===== src/rtl/ascii_num_parser.sv =====
// rtl/ascii_num_parser.sv - byte-serial ASCII decimal/hex/binary numeral parser with saturating WIDTH-bit result
// Optional "0x"/"0b" prefix recognition is built when ASCII_PARSER_PREFIX_EN is defined.
module ascii_num_parser #(
    parameter int WIDTH = 16
) (
    input  logic             clk,
    input  logic             rst_n,
    input  logic [1:0]       radix,
    input  logic [7:0]       in_data,
    input  logic             in_valid,
    input  logic             in_last,
    output logic             in_ready,
    output logic [WIDTH-1:0] out_data,
    output logic             out_ovf,
    output logic             out_valid,
    input  logic             out_ready,
    output logic             err
);

    localparam int AW = WIDTH + 4;

`ifdef ASCII_PARSER_PREFIX_EN
    typedef enum logic [1:0] {IDLE = 2'd0, ACCUM = 2'd1, SKIP = 2'd2, PFX = 2'd3} state_t;
`else
    typedef enum logic [1:0] {IDLE = 2'd0, ACCUM = 2'd1, SKIP = 2'd2} state_t;
`endif

    state_t           state;
    state_t           st_n;
    logic [WIDTH-1:0] acc;
    logic [WIDTH-1:0] acc_v;
    logic [WIDTH-1:0] acc_n;
    logic             ovf;
    logic             ovf_v;
    logic             ovf_n;
    logic [1:0]       radix_q;
    logic [1:0]       rdx_n;
    logic [1:0]       cur_radix;
    logic             accept;
    logic             emit;
    logic             err_n;
    logic             is_delim;
    logic             is_digit;
    logic [3:0]       digit;
    logic [AW-1:0]    base_w;
    logic [AW-1:0]    mac;
    logic             mac_ovf;
    logic [WIDTH-1:0] mac_acc;

    // A held output blocks the input; draining it frees the slot in the same cycle.
    assign in_ready  = !out_valid || out_ready;
    assign accept    = in_valid && in_ready;

    // The first digit is classified against the live radix input, later ones against the latched one.
    assign cur_radix = (state == IDLE) ? radix : radix_q;

    // Character classification and digit value for the effective radix.
    always_comb begin
        is_delim = (in_data == 8'h20) || (in_data == 8'h2C) || (in_data == 8'h0A) || (in_data == 8'h0D);
        is_digit = 1'b0;
        digit    = 4'd0;
        case (cur_radix)
            2'b01: begin
                if (in_data >= 8'h30 && in_data <= 8'h39) begin
                    is_digit = 1'b1;
                    digit    = 4'(in_data - 8'h30);
                end else if (in_data >= 8'h61 && in_data <= 8'h66) begin
                    is_digit = 1'b1;
                    digit    = 4'(in_data - 8'h57);
                end else if (in_data >= 8'h41 && in_data <= 8'h46) begin
                    is_digit = 1'b1;
                    digit    = 4'(in_data - 8'h37);
                end
            end
            2'b10: begin
                if (in_data == 8'h30 || in_data == 8'h31) begin
                    is_digit = 1'b1;
                    digit    = 4'(in_data - 8'h30);
                end
            end
            default: begin
                if (in_data >= 8'h30 && in_data <= 8'h39) begin
                    is_digit = 1'b1;
                    digit    = 4'(in_data - 8'h30);
                end
            end
        endcase
    end

    // Multiply-accumulate with four guard bits; anything past WIDTH saturates and stays saturated.
    always_comb begin
        case (radix_q)
            2'b01:   base_w = AW'(16);
            2'b10:   base_w = AW'(2);
            default: base_w = AW'(10);
        endcase
        mac     = {4'd0, acc} * base_w + AW'(digit);
        mac_ovf = ovf || (mac[AW-1:WIDTH] != 4'd0);
        mac_acc = mac_ovf ? {WIDTH{1'b1}} : mac[WIDTH-1:0];
    end

    // Next-state decode for one accepted character, followed by the implicit delimiter of in_last.
    always_comb begin
        st_n  = state;
        acc_v = acc;
        ovf_v = ovf;
        rdx_n = radix_q;
        emit  = 1'b0;
        err_n = 1'b0;
        if (accept) begin
            case (state)
                IDLE: begin
                    if (is_digit) begin
                        rdx_n = radix;
                        acc_v = WIDTH'(digit);
                        ovf_v = 1'b0;
                        st_n  = ACCUM;
`ifdef ASCII_PARSER_PREFIX_EN
                        if (in_data == 8'h30) st_n = PFX;
`endif
                    end else if (!is_delim) begin
                        err_n = 1'b1;
                        st_n  = SKIP;
                    end
                end
                ACCUM: begin
                    if (is_digit) begin
                        acc_v = mac_acc;
                        ovf_v = mac_ovf;
                    end else if (is_delim) begin
                        emit = 1'b1;
                        st_n = IDLE;
                    end else begin
                        err_n = 1'b1;
                        st_n  = SKIP;
                    end
                end
                SKIP: begin
                    if (is_delim) st_n = IDLE;
                end
`ifdef ASCII_PARSER_PREFIX_EN
                PFX: begin
                    if (in_data == 8'h78 || in_data == 8'h58) begin
                        rdx_n = 2'b01;
                        acc_v = '0;
                        st_n  = ACCUM;
                    end else if (in_data == 8'h62 || in_data == 8'h42) begin
                        rdx_n = 2'b10;
                        acc_v = '0;
                        st_n  = ACCUM;
                    end else if (is_digit) begin
                        acc_v = mac_acc;
                        ovf_v = mac_ovf;
                        st_n  = ACCUM;
                    end else if (is_delim) begin
                        emit = 1'b1;
                        st_n = IDLE;
                    end else begin
                        err_n = 1'b1;
                        st_n  = SKIP;
                    end
                end
`endif
                default: st_n = IDLE;
            endcase
            if (in_last) begin
                if (st_n == ACCUM) emit = 1'b1;
`ifdef ASCII_PARSER_PREFIX_EN
                if (st_n == PFX) emit = 1'b1;
`endif
                st_n = IDLE;
            end
        end
        acc_n = (st_n == IDLE || st_n == SKIP) ? '0 : acc_v;
        ovf_n = (st_n == IDLE || st_n == SKIP) ? 1'b0 : ovf_v;
    end

    // Parser state and the one-entry output register.
    always_ff @(posedge clk or negedge rst_n) begin
        if (!rst_n) begin
            state     <= IDLE;
            acc       <= '0;
            ovf       <= 1'b0;
            radix_q   <= 2'b00;
            out_data  <= '0;
            out_ovf   <= 1'b0;
            out_valid <= 1'b0;
            err       <= 1'b0;
        end else begin
            state   <= st_n;
            acc     <= acc_n;
            ovf     <= ovf_n;
            radix_q <= rdx_n;
            err     <= err_n;
            if (emit) begin
                out_data  <= acc_v;
                out_ovf   <= ovf_v;
                out_valid <= 1'b1;
            end else if (out_ready) begin
                out_valid <= 1'b0;
            end
        end
    end

endmodule


===== config.mk =====
export PLATFORM = sky130hd
export DESIGN_NAME = ascii_num_parser
export DESIGN_NICKNAME = d
export VERILOG_FILES = /design/src/rtl/ascii_num_parser.sv
export SDC_FILE = /design/constraint.sdc
export NUM_CORES = 1
export LEC_CHECK = 0
export CORE_MARGIN = 8
export CORE_UTILIZATION = 54
export CTS_CLUSTER_SIZE = 40
export DETAILED_ROUTE_END_ITERATION = 10
export MAX_ROUTING_LAYER = met4
export PLACE_DENSITY = 0.89
export SYNTH_ARGS = -nofsm -noshare
export SYNTH_HDL_FRONTEND = slang
export SYNTH_SLANG_ARGS = --single-unit

===== constraint.sdc =====
create_clock -name clk -period 4.8 [get_ports clk]
set_input_delay 1.2 -clock clk [delete_from_list [all_inputs] [get_ports clk]]
set_output_delay 1.2 -clock clk [all_outputs]
set_load 0.01 [all_outputs]

==> results.txt, run 1 <==
Die area -> 11830 µm²
Filler instances -> 522
Core outline area -> 8551 µm²
Netlist cell types -> 67
Number of synthesized register bits -> 40
Clk slew on worst S/H paths -> 0.09 ns
Clock latency on the worst-skew pair -> 0.32 ns
Die Span Y -> 108.8 µm
Crit path DAT -> 5.37 ns
Total CTS buffers -> 5
Area Overhead vs Synth -> 31.62%
Hold Buf Count CTS -> 0
Syn Inst Count -> 545
VDD IR max -> 0.1880 mV
HP Class -> reg -> reg
Post-synth EDFFs -> 0
TritonRoute pass-1 iters -> 7
Max Clk Rate -> 194.6 MHz
Routed vias -> 4902
ANT cells -> 0
Avg Synthesized Cell Area -> 8.524 µm²
Final WL -> 15.80 mm
Final WS setup -> -0.3397 ns
ANT nets after route -> 0
Starting Density -> 54.33%
CTS root buffer -> clkbuf_8
Final min period -> 5.140 ns
Share of cells above drive strength 1 -> 23.30%
Worst Setup Start Kind -> input port
Maxcap violations -> 0
Detailed placer's ending HPWL -> 10.35 mm
Nets -> 721
Iteration-0 DRC count of the detailed router -> 450
Site Rows -> 34
Antenna violations before repair -> 0
Top-Level Pins -> 35
Wire per inst -> 21.38 µm
Worst slew pin tran -> 0.9116 ns
Hold Fails Final Rpt -> 0
H-tree levels -> 2
Synth Cell Area -> 4646 µm²
Port Buf Inserts -> 34
Vias per inst -> 6.633
Leakage power -> 2.977 nW
Register area share after synthesis -> 21.55%
Total Power -> 1.067 mW
Die W -> 108.8 µm
Final setup violation count -> 34
Tot GR Track Use -> 26.48%
Vias in the first global route -> 5034
Gpl congestion -> 0.9085
Worst hold slack -> 0.5356 ns
Total congestion overflow -> 0
Max clock buf depth -> 2
Crit path max fanout -> 5
Max-slew violations -> 0
CTS tree -> yes
Fraction of registers with async set/reset -> 100.0%
Clock sink count -> 40
CP Capture Type -> flop
Critical path class -> in -> reg
Data required, critical path -> 5.03 ns
First-pass GRT wire length -> 24.11 mm
RSZ-0062 raised after global routing -> true
Status -> complete, but fails checks
Power Density -> 174.6 nW/µm²
Post-Synthesis Net Count -> 636
Slew HR -> 39.23%
Total number of yosys warnings -> 0
Final period util -> 107.1%
Multi-input logic area -> 3696 µm²
Synth Flop Type -> dfrtp_1
DRC violations left -> 0
Largest net degree at the start of global routing -> 41
Failing checks -> setup timing
Worst Skew -> 0.01026 ns
Register area -> 1001 µm²
[routing by layer]
layer  track usage (%)  part of all wire [%]  up-vias
met2             45.68                    50      325
met4             17.50                   7.3        0
met5                 -                     0        -
li1                  -                     -     2095
met1             27.64                    35     2360
met3             3.960                   8.2      122
[layout by cell type, fill, tap and decap left out, types with 4 or more instances in the layout]
| cell | synthesis | layout |
|---|---|---|
| nand2b_1 | 22 | 21 |
| dfrtp_1 | 40 | 40 |
| mux2i_1 | 5 | 4 |
| nor3_4 | 0 | 10 |
| and2_1 | 35 | 35 |
| dlygate4sd2_1 | 0 | 6 |
| or3_1 | 6 | 5 |
| o21ai_2 | 0 | 4 |
| o211ai_1 | 18 | 18 |
| o21bai_1 | 4 | 4 |
| nand3_1 | 22 | 22 |
| fa_1 | 14 | 13 |
| clkbuf_8 | 0 | 5 |
| o21ai_0 | 22 | 20 |
| xnor2_1 | 9 | 9 |
| a21o_1 | 9 | 9 |
| buf_6 | 3 | 13 |
| buf_4 | 1 | 50 |
| ha_4 | 0 | 7 |
| ha_1 | 62 | 54 |
| inv_1 | 63 | 60 |
| nor2b_1 | 4 | 4 |
| nor3_1 | 6 | 5 |
| nor2_1 | 18 | 15 |
| o21ai_1 | 20 | 17 |
| nand2_1 | 37 | 36 |
| a31oi_1 | 8 | 6 |
| clkdlybuf4s50_1 | 0 | 23 |
| a21oi_1 | 22 | 22 |
| xor2_1 | 5 | 5 |
[registers in the layout, indices dropped and copies added (netlist names), named ones only]
signal / flops
acc: 16
out_data: 16
radix_q: 2
err: 1
out_ovf: 1
out_valid: 1
ovf: 1
[final timing paths]
kind                                          from                  endpoint  slack, ns  cells past startpoint
hold reg to reg            out_data[7]$_DFFE_PN0P_   out_data[7]$_DFFE_PN0P_       0.54                      2
max in group asynchronous                    rst_n    radix_q[0]$_DFFE_PN0P_       3.22                      1
setup / recovery                        in_data[3]   out_data[1]$_DFFE_PN0P_      -0.34                     21
hold / removal             out_data[7]$_DFFE_PN0P_   out_data[7]$_DFFE_PN0P_       0.54                      2
setup reg to reg                              flop   out_data[1]$_DFFE_PN0P_      -0.28                     24
min in group asynchronous                    rst_n  out_data[15]$_DFFE_PN0P_       1.01                      1
[per-stage QoR]
step | util (%) | area, µm² | instances | setup slack [ns] | setup TNS, ns
after floorplan | - | 4752 | 545 | -0.4380 | -12.37
after global placement | 63.67 | 5444 | 710 | -0.9342 | -28.24
after detailed placement | 63.67 | 5444 | 710 | -1.076 | -34.01
after CTS | 69.46 | 5939 | 735 | -0.4039 | -11.15
after global routing | 71.51 | 6115 | 739 | -0.4446 | -13.07
final | 71.51 | 6115 | 739 | -0.3397 | -9.444
[what timing repair did]
action / CTS / global route
endpoints found under the setup margin: 34 / 34
cloned: 1 / 1
resized for setup: 67 / 26
pin swaps: 50 / 24
buffers inserted: 16 / 16
[where the power goes]
part	switching [mW]	internal, mW	total [mW]
Clock	0.138	0.154	0.292
Combinational	0.230	0.178	0.408
Sequential	0.0155	0.352	0.368
[cell families (layout without fill, tap and decap cells)]
group	after synthesis	after routing	share of synthesized area, %
simple gates	183	183	23.11
fa+ha+maj	76	76	22.73
mux	7	7	1.562
xor+xnor	14	14	2.639
compound gates	140	140	20.77
buf+inv	85	171	7.649
flops	40	40	21.55
[cells in the mapped netlist (2+ instances only)]
cell       count  area [µm²]
o21a_1         3       22.52
nand2b_1      22       137.6
o2111ai_1      2       17.52
o21ai_1       20       100.1
a211oi_1       3       22.52
or2_2          2       12.51
a21oi_2        2       17.52
nand2_1       37       138.9
a21o_1         9       67.56
xor2_1         5       43.79
o21ai_0       22       110.1
ha_1          62       775.7
nor2_1        18       67.56
a22oi_1        2       15.01
a21oi_1       22       110.1
or3_1          6       37.54
buf_6          3       33.78
nand3_1       22       110.1
nor3_1         6       30.03
a22o_1         2       17.52
and3_1         2       12.51
nand4_1        3       18.77
o211a_1        3       30.03
o211ai_1      18       135.1
nor3_2         9       90.09
a31oi_1        8       50.05
o21bai_1       4       30.03
buf_2          8       40.04
clkbuf_1      10       37.54
nor2b_1        4       25.02
a41oi_1        3       26.28
nor4b_1        3       26.28
fa_1          14       280.3
and2_1        35       219.0
inv_1         63       236.5
mux2i_1        5       50.05
o2111a_1       2       22.52
dfrtp_1       40        1001
nor4_2         4       50.05
xnor2_1        9       78.83
o41ai_2        2       32.53
[layout make-up]
cell class / count / area share, %
multi-input cells: 420 / 60.45
flip-flops and latches: 40 / 16.37
repair buffers: 100 / 15.24
inverters: 63 / 3.908
well taps: 108 / 2.210
clock buffers: 5 / 1.125
clock inverters: 3 / 0.6957
[worst max-delay path, stage by stage]
cell	delay (ns)
dlygate4sd2_1	0.28
nor4b_4	0.34
o21ai_4	0.13
o31ai_4	0.31
nand2b_4	0.09
nor2_4	0.13
ha_4	0.22
ha_4	0.27
ha_4	0.19
ha_4	0.16
fa_2	0.41
a211oi_4	0.24
o211a_1	0.25
buf_6	0.12
nor2_4	0.04
o221a_4	0.24
o21ai_4	0.16
buf_12	0.15
buf_6	0.15
nor4_4	0.04
o21ai_1	0.22
Power figures use the tool's default switching activity.
==> run 2: changes to the inputs <==
--- a/config.mk
+++ b/config.mk
@@ -5,6 +5,7 @@
 export SDC_FILE = /design/constraint.sdc
 export NUM_CORES = 1
 export LEC_CHECK = 0
+export CAP_MARGIN = 40
 export CORE_MARGIN = 8
 export CORE_UTILIZATION = 54
 export CTS_CLUSTER_SIZE = 40
==> run 2 against run 1 <==
The run still ends with setup timing left. Sequential share of layout area is essentially flat. Register-to-register slack got worse by 0.20 ns. Non-clock buffer count shrank 2. Combinational power increased by 11%. Critical endpoint is now acc[2]$_DFF_PN0_. Largest power group unchanged. Critical path depth is 1 higher.
==> results.txt, run 2 (same netlist as run 1, synthesis figures left out) <==
Total congestion overflow -> 0 (unchanged)
Clk slew on worst S/H paths -> 0.10 ns (was 0.09 ns)
Share of cells above drive strength 1 -> 24.17% (was 23.30%)
Area Overhead vs Synth -> 31.75% (was 31.62%)
VDD IR max -> 0.1690 mV (was 0.1880 mV)
CTS tree -> yes (unchanged)
Detailed placer's ending HPWL -> 10.48 mm (was 10.35 mm)
Final setup violation count -> 34 (unchanged)
First-pass GRT wire length -> 25.01 mm (was 24.11 mm)
Iteration-0 DRC count of the detailed router -> 524 (was 450)
Worst Setup Start Kind -> input port (unchanged)
Starting Density -> 54.33% (unchanged)
Hold Fails Final Rpt -> 0 (unchanged)
Leakage power -> 2.968 nW (was 2.977 nW)
Power Density -> 184.0 nW/µm² (was 174.6 nW/µm²)
Port Buf Inserts -> 34 (unchanged)
Dpl cells -> 711 (was 710)
Tot GR Track Use -> 27.47% (was 26.48%)
Gpl congestion -> 0.9085 (unchanged)
Data required, critical path -> 5.03 ns (about the same)
Max-slew violations -> 0 (unchanged)
Critical path class -> in -> reg (unchanged)
Site Rows -> 34 (unchanged)
Total CTS buffers -> 5 (unchanged)
Antenna violations before repair -> 0 (unchanged)
TritonRoute pass-1 iters -> 7 (unchanged)
Worst Skew -> 0.008572 ns (was 0.01026 ns)
Met3 Resource Use GR -> 5.496% (was 3.960%)
Slew HR -> 43.06% (was 39.23%)
CTS root buffer -> clkbuf_8 (unchanged)
Die W -> 108.8 µm (unchanged)
Failing checks -> setup timing (unchanged)
Nets -> 719 (was 721)
Non-Filler Instances -> 737 (was 739)
Crit path max fanout -> 5 (unchanged)
Core outline area -> 8551 µm² (unchanged)
GR peak layer -> met2 (unchanged)
Routed vias -> 4907 (was 4902)
Final min period -> 5.284 ns (was 5.140 ns)
HP Class -> reg -> reg (unchanged)
Most common cell on crit path -> ha_4 (unchanged)
Clock sink count -> 40 (unchanged)
Commonest non-fill, non-tap cell in the layout -> inv_1 (unchanged)
Clock latency on the worst-skew pair -> 0.32 ns (about the same)
Max Clk Rate -> 189.3 MHz (was 194.6 MHz)
Final WS setup -> -0.4837 ns (was -0.3397 ns)
ANT cells -> 0 (unchanged)
Top-Level Pins -> 35 (unchanged)
Met1 Track Usage GR -> 28.47% (was 27.64%)
Maxcap violations -> 0 (unchanged)
Biggest regs -> acc x16, out_data x16, radix_q x2 (unchanged)
DRC violations left -> 0 (unchanged)
Final WL -> 16.56 mm (was 15.80 mm)
Final period util -> 110.1% (was 107.1%)
Largest net degree at the start of global routing -> 40 (was 41)
CP Capture Type -> flop (unchanged)
Vias per inst -> 6.658 (was 6.633)
Most frequent cells in the layout -> 59 x inv_1, 51 x ha_1, 51 x buf_4 (was 60 x inv_1, 54 x ha_1, 50 x buf_4)
GR Util met2 -> 46.25% (was 45.68%)
Die area -> 11830 µm² (unchanged)
Cell chain of the critical path -> buf_6 -> mux2i_4 -> ha_4 -> buf_6 -> buf_6 -> o31ai_4 -> nand2b_4 -> nor2_4 -> ha_4 -> ha_4 -> ha_4 -> ha_4 -> fa_2 -> a211oi_4 -> o211a_1 -> buf_4 -> nor2_2 -> o221a_4 -> o21ai_4 -> buf_6 -> nor4_4 -> o21ai_1 (was dlygate4sd2_1 -> nor4b_4 -> o21ai_4 -> o31ai_4 -> nand2b_4 -> nor2_4 -> ha_4 -> ha_4 -> ha_4 -> ha_4 -> fa_2 -> a211oi_4 -> o211a_1 -> buf_6 -> nor2_4 -> o221a_4 -> o21ai_4 -> buf_12 -> buf_6 -> nor4_4 -> o21ai_1)
Slowest Stage Delay on Critical Path -> 0.41 ns (about the same)
RSZ-0062 raised after global routing -> true (unchanged)
ANT nets after route -> 0 (unchanged)
Worst slew pin tran -> 0.8541 ns (was 0.9116 ns)
H-tree levels -> 2 (unchanged)
Die Span Y -> 108.8 µm (unchanged)
Total Power -> 1.126 mW (was 1.067 mW)
Crit path DAT -> 5.51 ns (was 5.37 ns)
Status -> complete, but fails checks (unchanged)
Max clock buf depth -> 2 (unchanged)
Vias in the first global route -> 5183 (was 5034)
Slowest library cell on the worst path -> fa_2 (unchanged)
Wire per inst -> 22.46 µm (was 21.38 µm)
run 2: worst max-delay path: cells and delay by family:
family                     cells  cell delay (ns)
AOI/OAI and AO/OA              6             1.57
adders and majority gates      6             1.52
buffers and inverters          5             0.66
and+or+nand+nor                4             0.35
muxes                          1             0.19
run 2: layout make-up:
class	count	area, µm²
inverter	63	236.5
clock buffer	5	68.82
clock inverter	3	46.29
tap	108	135.1
timing repair buffer	98	878.3
sequential	40	1001
multi-input combinational	420	3755
fill	529	2430
run 2: path summary, 6_finish.rpt:
check	from	endpoint	slack, ns	cells after the start
max reg2reg	flop	acc[2]$_DFF_PN0_	-0.48	22
min	out_data[9]$_DFFE_PN0P_	out_data[9]$_DFFE_PN0P_	0.53	2
max	radix[0]	acc[2]$_DFF_PN0_	-0.48	22
min in group asynchronous	rst_n	radix_q[0]$_DFFE_PN0P_	0.67	1
min reg2reg	out_data[9]$_DFFE_PN0P_	out_data[9]$_DFFE_PN0P_	0.53	2
max in group asynchronous	rst_n	out_data[4]$_DFFE_PN0P_	3.73	2
run 2: timing repair:
| item | CTS | global route |
|---|---|---|
| pin swaps | 30 | 39 |
| endpoints found under the setup margin | 34 | 34 |
| hold buffers | 0 | 0 |
| gates resized for setup | 66 | 35 |
| cloned | 0 | 1 |
| buffers inserted | 10 | 7 |
run 2: metal layers:
layer | share of wire [%] | wire, µm
met1 | 35 | 5742
met2 | 49 | 8184
met3 | 8.3 | 1375
met4 | 7.6 | 1253
met5 | 0 | 0
run 2: metrics by stage:
stage	cell area, µm²	TNS (ns)	setup slack [ns]	util [%]	hold slack, ns
after floorplan	4752	-12.37	-0.4380	-	0.4983
after global placement	5444	-28.24	-0.9342	63.67	0.4928
after detailed placement	5464	-34.06	-1.083	63.90	0.5097
after CTS	5884	-8.067	-0.2893	68.82	0.5300
after global routing	6121	-16.51	-0.5805	71.58	0.5639
final	6121	-13.62	-0.4837	71.58	0.5288
run 2: where the power goes:
| part | internal, mW | total [mW] | switching (mW) | leakage (nW) |
|---|---|---|---|---|
| Sequential | 0.352 | 0.368 | 0.0161 | 0.551 |
| Combinational | 0.205 | 0.453 | 0.248 | 2.36 |
| Clock | 0.157 | 0.305 | 0.148 | 0.0548 |
| Total | 0.714 | 1.13 | 0.412 | 2.97 |
==> run 3: changes to the inputs <==
--- a/config.mk
+++ b/config.mk
@@ -12,6 +12,7 @@
 export DETAILED_ROUTE_END_ITERATION = 10
 export MAX_ROUTING_LAYER = met4
 export PLACE_DENSITY = 0.89
+export SKIP_CTS_REPAIR_TIMING = 1
 export SYNTH_ARGS = -nofsm -noshare
 export SYNTH_HDL_FRONTEND = slang
 export SYNTH_SLANG_ARGS = --single-unit
==> run 3 against run 2 <==
The run still ends with setup timing left. Register-to-register slack improved by 0.06 ns. Setup slack got worse by 0.036 ns. Total power fell by 4.4%. Clock-buffer cell count did not move. Clock skew barely moved. Final cell count fell by 1.9%. Combinational power fell by 10%. First-iteration DRC count fell by 18%. Hold slack barely moved. Non-clock buffer count fell by 14. Critical path type unchanged.
==> results.txt, run 3 (same netlist as run 1, synthesis figures left out) <==
HP Class -> reg -> reg (unchanged)
H-tree levels -> 2 (unchanged)
Hold depth -> 2 (unchanged)
Clock Power Share -> 28.1% (was 27.0%)
VDD IR max -> 0.2395 mV (was 0.1690 mV)
Design area -> 5958 µm² (was 6121 µm²)
ANT cells -> 0 (unchanged)
Max clock buf depth -> 2 (unchanged)
First-pass GRT wire length -> 22.77 mm (was 25.01 mm)
CTS tree -> yes (unchanged)
Dpl cells -> 711 (unchanged)
Net Sw Frac -> 36.69% (was 36.57%)
Final WL -> 15.25 mm (was 16.56 mm)
Most frequent cells in the layout -> 57 x inv_1, 53 x ha_1, 42 x buf_4 (was 59 x inv_1, 51 x ha_1, 51 x buf_4)
Cell area after placement -> 5464 µm² (unchanged)
DP Worst Slack -> -1.083 ns (unchanged)
Site Rows -> 34 (unchanged)
Non-Filler Instances -> 723 (was 737)
Max Clk Rate -> 188.0 MHz (was 189.3 MHz)
Vias in the first global route -> 4738 (was 5183)
Metal3 WL -> 1.043 mm (was 1.375 mm)
Hold Path End -> out_data[9]$_DFFE_PN0P_ (unchanged)
Final min period -> 5.320 ns (was 5.284 ns)
Net Sw Power -> 0.3950 mW (was 0.4119 mW)
Power Density -> 180.7 nW/µm² (was 184.0 nW/µm²)
Area Overhead vs Synth -> 28.25% (was 31.75%)
CP Capture Type -> flop (unchanged)
Die Span Y -> 108.8 µm (unchanged)
Final period util -> 110.8% (was 110.1%)
DRC violations left -> 0 (unchanged)
Clk slew on worst S/H paths -> 0.09 ns (was 0.10 ns)
Clock latency on the worst-skew pair -> 0.31 ns (was 0.32 ns)
Biggest regs -> acc x16, out_data x16, radix_q x2 (unchanged)
Vias per inst -> 6.491 (was 6.658)
Slew HR -> 45.44% (was 43.06%)
Starting Density -> 54.33% (unchanged)
Top-Level Pins -> 35 (unchanged)
Die W -> 108.8 µm (unchanged)
Maxcap violations -> 0 (unchanged)
Hold Fails Final Rpt -> 0 (unchanged)
Gpl congestion -> 0.9085 (unchanged)
Commonest non-fill, non-tap cell in the layout -> inv_1 (unchanged)
Worst Setup Start Kind -> input port (unchanged)
Data required, critical path -> 5.03 ns (about the same)
CTS root buffer -> clkbuf_8 (unchanged)
Status -> complete, but fails checks (unchanged)
Crit path DAT -> 5.55 ns (was 5.51 ns)
RSZ-0062 raised after global routing -> true (unchanged)
Worst R2R Path Depth -> 22 (unchanged)
Critical R2R Capture -> out_data[2]$_DFFE_PN0P_ (was acc[2]$_DFF_PN0_)
Critical path class -> in -> reg (unchanged)
Max-slew violations -> 0 (unchanged)
Die area -> 11830 µm² (unchanged)
Iteration-0 DRC count of the detailed router -> 432 (was 524)
Hold Path Origin -> out_data[9]$_DFFE_PN0P_ (unchanged)
Met2 wire len -> 7.825 mm (was 8.184 mm)
Total CTS buffers -> 5 (unchanged)
Detailed placer's ending HPWL -> 10.48 mm (unchanged)
Clock sink count -> 40 (unchanged)
Final WS setup -> -0.5198 ns (was -0.4837 ns)
Tot GR Track Use -> 24.68% (was 27.47%)
Failing checks -> setup timing (unchanged)
Wire per inst -> 21.10 µm (was 22.46 µm)
Worst R2R Setup Slack -> -0.42 ns (was -0.48 ns)
Logic pwr share -> 37.7% (was 40.3%)
Port Buf Inserts -> 34 (unchanged)
Met1 WL -> 5.606 mm (was 5.742 mm)
ANT nets after route -> 0 (unchanged)
Filler instances -> 556 (was 529)
Seq pwr share -> 34.2% (was 32.7%)
Final setup violation count -> 34 (unchanged)
P_int -> 0.6817 mW (was 0.7144 mW)
Worst Skew -> 0.008245 ns (was 0.008572 ns)
Leakage power -> 2.924 nW (was 2.968 nW)
Core outline area -> 8551 µm² (unchanged)
Nets -> 705 (was 719)
Worst slew pin tran -> 0.8184 ns (was 0.8541 ns)
Share of cells above drive strength 1 -> 21.79% (was 24.17%)
DR top layer -> met4 (unchanged)
Crit path max fanout -> 5 (unchanged)
TritonRoute pass-1 iters -> 7 (unchanged)
Total congestion overflow -> 0 (unchanged)
Routed vias -> 4693 (was 4907)
Largest net degree at the start of global routing -> 40 (unchanged)
Antenna violations before repair -> 0 (unchanged)
## run 3: how the worst max path moves through the flow
stage                     from                       to  slack (ns)  cells past startpoint
global route        in_data[0]      out_ovf$_DFFE_PN0P_       -0.66                     23
global placement    in_data[1]  out_data[5]$_DFFE_PN0P_       -0.93                     22
floorplan             radix[0]  out_data[5]$_DFFE_PN0P_       -0.44                     21
finish              in_data[0]  out_data[2]$_DFFE_PN0P_       -0.52                     23
CTS                 in_data[1]  out_data[0]$_DFFE_PN0P_       -0.80                     22
detailed placement  in_data[1]  out_data[0]$_DFFE_PN0P_       -1.08                     22
## run 3: metrics by stage
step           power (mW)  TNS, ns  utilization, %  hold slack [ns]
2_1_floorplan      0.5492   -12.37               -           0.4983
3_3_place_gp       0.6741   -28.24           63.67           0.4928
3_5_place_dp       0.6940   -34.06           63.90           0.5097
4_1_cts            0.9832   -23.88           65.25           0.5300
5_1_grt             1.108   -18.41           69.68           0.5585
6_report            1.077   -15.18           69.68           0.5290
## run 3: layout make-up
cell class / instances / area [µm²] / share of cell area [%]
Clock inverter: 3 / 46.29 / 0.7770
Sequential cell: 40 / 1001 / 16.80
Inverter: 63 / 236.5 / 3.969
Tap cell: 108 / 135.1 / 2.268
Clock buffer: 5 / 68.82 / 1.155
Multi-Input combinational cell: 420 / 3697 / 62.05
Timing Repair Buffer: 84 / 773.2 / 12.98
## run 3: critical path, cell delays in order
cell      delay (ns)
clkbuf_2        0.11
buf_6           0.13
ha_4            0.16
buf_4           0.15
o21bai_1        0.19
a21o_1          0.25
o31ai_4         0.12
nand2b_4        0.10
nor2_4          0.05
ha_4            0.27
ha_4            0.12
inv_2           0.03
fa_1            0.52
inv_2           0.05
fa_2            0.39
a211oi_4        0.30
o211a_1         0.24
nor2_2          0.07
o221a_2         0.29
o21ai_4         0.35
buf_6           0.21
nor4_4          0.05
o21ai_1         0.21
## run 3: layer usage
metal  global-route usage, %  vias to the layer above
met2                   42.85                      297
met5                       -                        -
met4                   11.53                        0
met1                   27.59                     2251
met3                   3.191                       86
li1                        -                     2059
## run 3: power by group through the flow
| stage | Combinational [mW] | Clock, mW | Sequential (mW) |
|---|---|---|---|
| 5_1_grt | 0.430 | 0.309 | 0.368 |
| 4_1_cts | 0.326 | 0.293 | 0.364 |
| 2_1_floorplan | 0.184 | 0 | 0.366 |
| 3_5_place_dp | 0.323 | 0 | 0.371 |
| 3_3_place_gp | 0.305 | 0 | 0.370 |
| 6_report | 0.406 | 0.302 | 0.368 |
